**config.mk**
```make
export PLATFORM = sky130hd
export DESIGN_NAME = counter_uart_tx
export DESIGN_NICKNAME = d
export VERILOG_FILES = /design/src/rtl/uart_pkg.sv /design/src/rtl/sync_fifo.sv /design/src/rtl/counter_uart_tx.sv
export SDC_FILE = /design/constraint.sdc
export NUM_CORES = 1
export LEC_CHECK = 0
export CAP_MARGIN = 20
export CELL_PAD_IN_SITES_DETAIL_PLACEMENT = 0
export CELL_PAD_IN_SITES_GLOBAL_PLACEMENT = 1
export CORE_MARGIN = 2
export CORE_UTILIZATION = 45
export DETAILED_ROUTE_END_ITERATION = 12
export PLACE_DENSITY_LB_ADDON = 0.1
export SYNTH_ARGS = -nofsm -noshare
export SYNTH_HDL_FRONTEND = slang
export SYNTH_HIERARCHICAL = 1
export SYNTH_SLANG_ARGS = --single-unit
```
**constraint.sdc**
```tcl
create_clock -name clk -period 3.4 [get_ports clk]
set_clock_uncertainty 0.05 [all_clocks]
set_input_delay 0.51 -clock clk [delete_from_list [all_inputs] [get_ports clk]]
set_output_delay 0.51 -clock clk [all_outputs]
set_load 0.03 [all_outputs]
```
**src/rtl/uart_pkg.sv**
```systemverilog
// Shared definitions for the counter UART transmitter: FSM encodings, frame width
// and an elaboration-time clog2 helper.
package uart_pkg;
   localparam int UART_DATA_BITS = 8;

   typedef enum logic [1:0] {
      IDLE  = 2'd0,
      START = 2'd1,
      DATA  = 2'd2,
      STOP  = 2'd3
   } uart_state_t;

   function automatic int clog2(input int v);
      int r;
      r = 0;
      for (int i = 0; i < 31; i++)
         if ((1 << i) < v) r = i + 1;
      return r;
   endfunction
endpackage

```
**src/rtl/sync_fifo.sv**
```systemverilog
// Small synchronous FIFO with first-word fall-through read port.
module sync_fifo
   import uart_pkg::*;
#(
   parameter int DATA_W     = 8,
   parameter int FIFO_DEPTH = 4
) (
   input  logic              clk,
   input  logic              rst,
   input  logic              push,
   input  logic              pop,
   input  logic [DATA_W-1:0] wdata,
   output logic [DATA_W-1:0] rdata,
   output logic              full,
   output logic              empty
);
   localparam int AW = clog2(FIFO_DEPTH);

   logic [DATA_W-1:0] mem [FIFO_DEPTH];
   logic [AW-1:0]     wptr, rptr;
   logic [AW:0]       count;
   logic              do_push, do_pop;

   assign do_push = push && !full;
   assign do_pop  = pop && !empty;
   assign full    = (count == (AW+1)'(FIFO_DEPTH));
   assign empty   = (count == '0);
   assign rdata   = mem[rptr];

   always_ff @(posedge clk) begin
      if (!rst) begin
         wptr  <= '0;
         rptr  <= '0;
         count <= '0;
      end else begin
         if (do_push) wptr <= wptr + 1'b1;
         if (do_pop)  rptr <= rptr + 1'b1;
         case ({do_push, do_pop})
            2'b10:   count <= count + 1'b1;
            2'b01:   count <= count - 1'b1;
            default: count <= count;
         endcase
      end
   end

   // Storage needs no reset; pointers alone define validity.
   always_ff @(posedge clk) begin
      if (do_push) mem[wptr] <= wdata;
   end
endmodule

```
**src/rtl/counter_uart_tx.sv**
```systemverilog
// Buffers counter bytes in a FIFO and serialises them as back-to-back UART 8N1 frames.
module counter_uart_tx
   import uart_pkg::*;
#(
   parameter int DATA_W       = 8,
   parameter int CLKS_PER_BIT = 16,
   parameter int FIFO_DEPTH   = 4
) (
   input  logic              clk,
   input  logic              rst,
   input  logic [DATA_W-1:0] in_data,
   input  logic              in_valid,
   output logic              in_ready,
   output logic              tx,
   output logic              busy,
   output logic              overflow
);
   localparam int BW = (clog2(CLKS_PER_BIT) < 1) ? 1 : clog2(CLKS_PER_BIT);

   uart_state_t       state, state_n;
   logic [BW-1:0]     baud, baud_n;
   logic [2:0]        bit_idx, bit_n;
   logic [DATA_W-1:0] shift_reg, shift_n, head;
   logic              tx_n, pop, push, full, empty, baud_done;

   assign in_ready  = !full;
   assign push      = in_valid && in_ready;
   assign busy      = (state != IDLE) || !empty;
   assign baud_done = (baud == BW'(CLKS_PER_BIT - 1));

   sync_fifo #(.DATA_W(DATA_W), .FIFO_DEPTH(FIFO_DEPTH)) u_fifo (
      .clk   (clk),
      .rst   (rst),
      .push  (push),
      .pop   (pop),
      .wdata (in_data),
      .rdata (head),
      .full  (full),
      .empty (empty)
   );

   always_comb begin
      state_n = state;
      baud_n  = baud_done ? '0 : baud + 1'b1;
      bit_n   = bit_idx;
      shift_n = shift_reg;
      tx_n    = tx;
      pop     = 1'b0;
      case (state)
         IDLE: begin
            baud_n = '0;
            tx_n   = 1'b1;
            if (!empty) begin
               pop     = 1'b1;
               shift_n = head;
               tx_n    = 1'b0;
               state_n = START;
            end
         end
         START: if (baud_done) begin
            state_n = DATA;
            bit_n   = '0;
            tx_n    = shift_reg[0];
         end
         DATA: if (baud_done) begin
            if (bit_idx == 3'(UART_DATA_BITS - 1)) begin
               state_n = STOP;
               tx_n    = 1'b1;
            end else begin
               bit_n = bit_idx + 3'd1;
               tx_n  = shift_reg[bit_idx + 3'd1];
            end
         end
         STOP: if (baud_done) begin
            // Chain straight into the next start bit when more data is waiting.
            if (!empty) begin
               pop     = 1'b1;
               shift_n = head;
               tx_n    = 1'b0;
               state_n = START;
            end else begin
               state_n = IDLE;
            end
         end
         default: state_n = IDLE;
      endcase
   end

   always_ff @(posedge clk) begin
      if (!rst) begin
         state     <= IDLE;
         baud      <= '0;
         bit_idx   <= '0;
         shift_reg <= '0;
         tx        <= 1'b1;
         overflow  <= 1'b0;
      end else begin
         state     <= state_n;
         baud      <= baud_n;
         bit_idx   <= bit_n;
         shift_reg <= shift_n;
         tx        <= tx_n;
         if (in_valid && !in_ready) overflow <= 1'b1;
      end
   end
endmodule
```
==> out/results.tsv <==
stage	metric	value	unit
routing	wirelength	4.702	mm
setup_path	critPathBufInv	1	
setup_path	slowest_stage	fa_1	
die	ioPinCount	15	
run_status	status	finished, final reports clean	
global_route	grt_usage	16.34	%
setup_path	cp_top_family	simple AND/OR/NAND/NOR gates	
die	dieArea	0.006458	mm²
power	switching_share	32.38	%
setup_path	worstSetupEndpointType	flip-flop	
power	p_int	1.734	mW
sta	period_share	86.67	%
die	rows	27	
setup_path	arrival	3.16	ns
clock_tree	cts_tree	yes	
die	core	0.005574	mm²
setup_path	max_stage_delay	0.38	ns
place	gp_congestion	0.7415	
sta	worst_slew_pin_slew	0.7163	ns
sta	maxSlewViolCount	0	
power	pwr-share-clk	27.2	%
yosys	synth-main-ff-cell	edfxtp_1	
place	io_buffers	14	
routing	vias_per_cell	5.353	
setup_path	r2r_end	u_fifo/count[2]	
setup_path	crit_required	3.61	ns
global_route	grt_overflow	0	
clock_tree	cts.clk_slew.worst_paths	0.07	ns
sta	hold_violations	0	
setup_path	timing.critical_path.mode_cell	ha_1	
setup_path	reg2reg_from	baud[0]	
routing	wl_per_cell	15.94	µm
yosys	netlist_area	0.002624	mm²
clock_tree	clockBufferDepth	2	
routing	drc	0	
yosys	synth_warnings	6	
setup_path	worst_r2r_path_depth	11	
place	dpl.hpwl	3.340	mm
clock_tree	cts_sinks	60	
cells_and_area	layout_common_cells	edfxtp_1, dfxtp_1, nor2_1, clkdlybuf4s50_1, ha_1	
setup_path	r2r_slack	0.45	ns
die	die_h	80.36	µm
clock_tree	cts_setup_buffers	0	
sta	setup_violations	0	
flow_run	maxCapViolations	0	
yosys	async_flop_share	0	%
power	ir_drop	0.4281	mV
cells_and_area	fin_area	0.003043	mm²
global_route	grt_max_degree	17	
die	initial_utilization	47.07	%
yosys	mappedNetlistNets	225	
cells_and_area	largest_reg_flops	32	
yosys	yosysTopAreaCell	edfxtp_1	
sta	clock.fmax	339.4	MHz
sta	setup_tns	0	ns
yosys	synth_edf_count	32	
place	place_area	0.002825	mm²
cells_and_area	final_common_cell	edfxtp_1	
yosys	synth-seq-cells	60	
global_route	grt_pass1_vias	1562	
power	powerDensity	842.6	mW/mm²
power	p_leak	1.083	nW
yosys	synth_cell_types	40	
hold_path	hold_start	baud[0]	
clock_tree	htreeDepth	3	
yosys	synth.area.top_cells	edfxtp_1, dfxtp_1, mux4_2, ha_1, mux2i_1	
yosys	netlist.area_leader.share	36.62	%
power	p_switching	0.8301	mW
yosys	ys_seq_area_share	57.99	%
sta	fin_crit	2.947	ns
hold_path	holdPathStages	1	
routing	ant_nets	0	
cells_and_area	nets	243	
routing	drtPass1Iterations	4	
yosys	synth.avg_cell_area	13.12	µm²
power	combPwrFrac	32.8	%
cells_and_area	layout-drive-gt1-share	12.11	%
clock_tree	cts_buffers	9	
routing	routed-via-count	1579	
setup_path	path_class	flip-flop to flip-flop	
power	sequentialPowerShare	40.1	%
setup_path	crit_fanout	8	
clock_tree	worst_skew_pair.late_latency	0.33	ns
global_route	antenna_found_initial	0	
setup_path	crit_path_start_kind	flip-flop	
cells_and_area	syn2layout_area_growth	15.98	%
yosys	syn_inst	200	
global_route	grt_first_pass_wirelength	7.534	mm
sta	rsz0062_at_grt	false	
sta	relSlewSlack	51.99	%
clock_tree	cts-resized-gates	0	
hold_path	hold_path_end	baud[0]	
routing	drtIter0Drc	105	
clock_tree	clockRootBuffer	clkbuf_8	
die	die_w	80.36	µm
clock_tree	hold_buffers	0	
hold_path	hold_class	flip-flop to flip-flop	
cells_and_area	n_antenna_cell	0	
setup_path	crit_chain	ha_1 > and3_1 > a21oi_1 > nor3_1 > nor2b_1 > ha_1 > inv_1 > fa_1 > xor2_1 > or3_1 > a21boi_1	
routing by layer:
metal  wire length (µm)  track usage, %
met3                186           5.393
met4                121           7.627
met5                  0               0
met2               2331           26.25
met1               2062           19.91
cells in the mapped netlist (2+ instances only):
library cell / number
inv_1: 12
mux4_2: 8
a21oi_1: 9
nand2_1: 12
clkbuf_1: 5
xor2_1: 2
nor2b_1: 3
and2_1: 6
nor2_1: 14
o21ai_0: 8
ha_1: 13
o31ai_1: 2
nand3_1: 2
edfxtp_1: 32
dfxtp_1: 28
nor3_1: 4
a21boi_1: 2
xnor2_1: 2
buf_2: 2
or3_1: 3
mux4_1: 2
nand4_1: 2
mux2i_1: 10
cells by family after synthesis:
group | after synthesis | synth area share, %
fa+ha+maj | 14 | 6.963
compound gates | 28 | 7.058
xor+xnor | 4 | 1.335
simple gates | 53 | 10.59
flops | 60 | 57.99
mux | 21 | 13.11
buf+inv | 20 | 2.956
worst reg2reg max path: stages, from the launching register on:
cell and delay, ns:
dfxtp_1 0.36, ha_1 0.23, and3_1 0.33, a21oi_1 0.11, nor3_1 0.26, nor2b_1 0.27, ha_1 0.23, inv_1 0.07
fa_1 0.38, xor2_1 0.16, or3_1 0.31, a21boi_1 0.14
per-stage QoR:
stage	hold WS, ns	cells	setup slack (ns)	util [%]	total power, mW
final	0.4037	295	0.4533	54.59	2.564
after global routing	0.4350	295	0.2650	54.59	2.729
after CTS	0.4076	295	0.4610	54.59	2.598
after detailed placement	0.3925	279	0.5102	50.68	1.892
after global placement	0.3779	279	0.6316	50.68	1.841
after floorplan	0.3676	200	0.7349	-	1.664
power groups by stage:
stage                     Sequential [mW]  Combinational, mW  Clock, mW
after detailed placement             1.05              0.844          0
final                                1.03              0.840      0.696
after global placement               1.03              0.807          0
after floorplan                      1.01              0.658          0
after global routing                 1.05              0.919      0.760
after CTS                            1.03              0.850      0.716
layout make-up:
type                       count  area [µm²]
multi-input combinational    120        1025
tap                           72       90.09
clock buffer                  11       141.4
sequential                    60        1521
fill                         486        2531
clock inverter                 5       76.32
inverter                      13       48.80
timing repair buffer          14       140.1
worst max-delay path by stage:
stage / from / endpoint / slack, ns / cells past startpoint
after floorplan: baud[0] / u_fifo/count[2] / 0.73 / 12
after global placement: baud[0] / u_fifo/count[2] / 0.63 / 11
after detailed placement: baud[0] / u_fifo/count[2] / 0.51 / 11
after CTS: baud[0] / u_fifo/count[2] / 0.46 / 11
after global routing: baud[0] / u_fifo/count[2] / 0.26 / 11
final: baud[0] / u_fifo/count[2] / 0.45 / 11
Note: power is estimated with default switching activity, not from simulation.
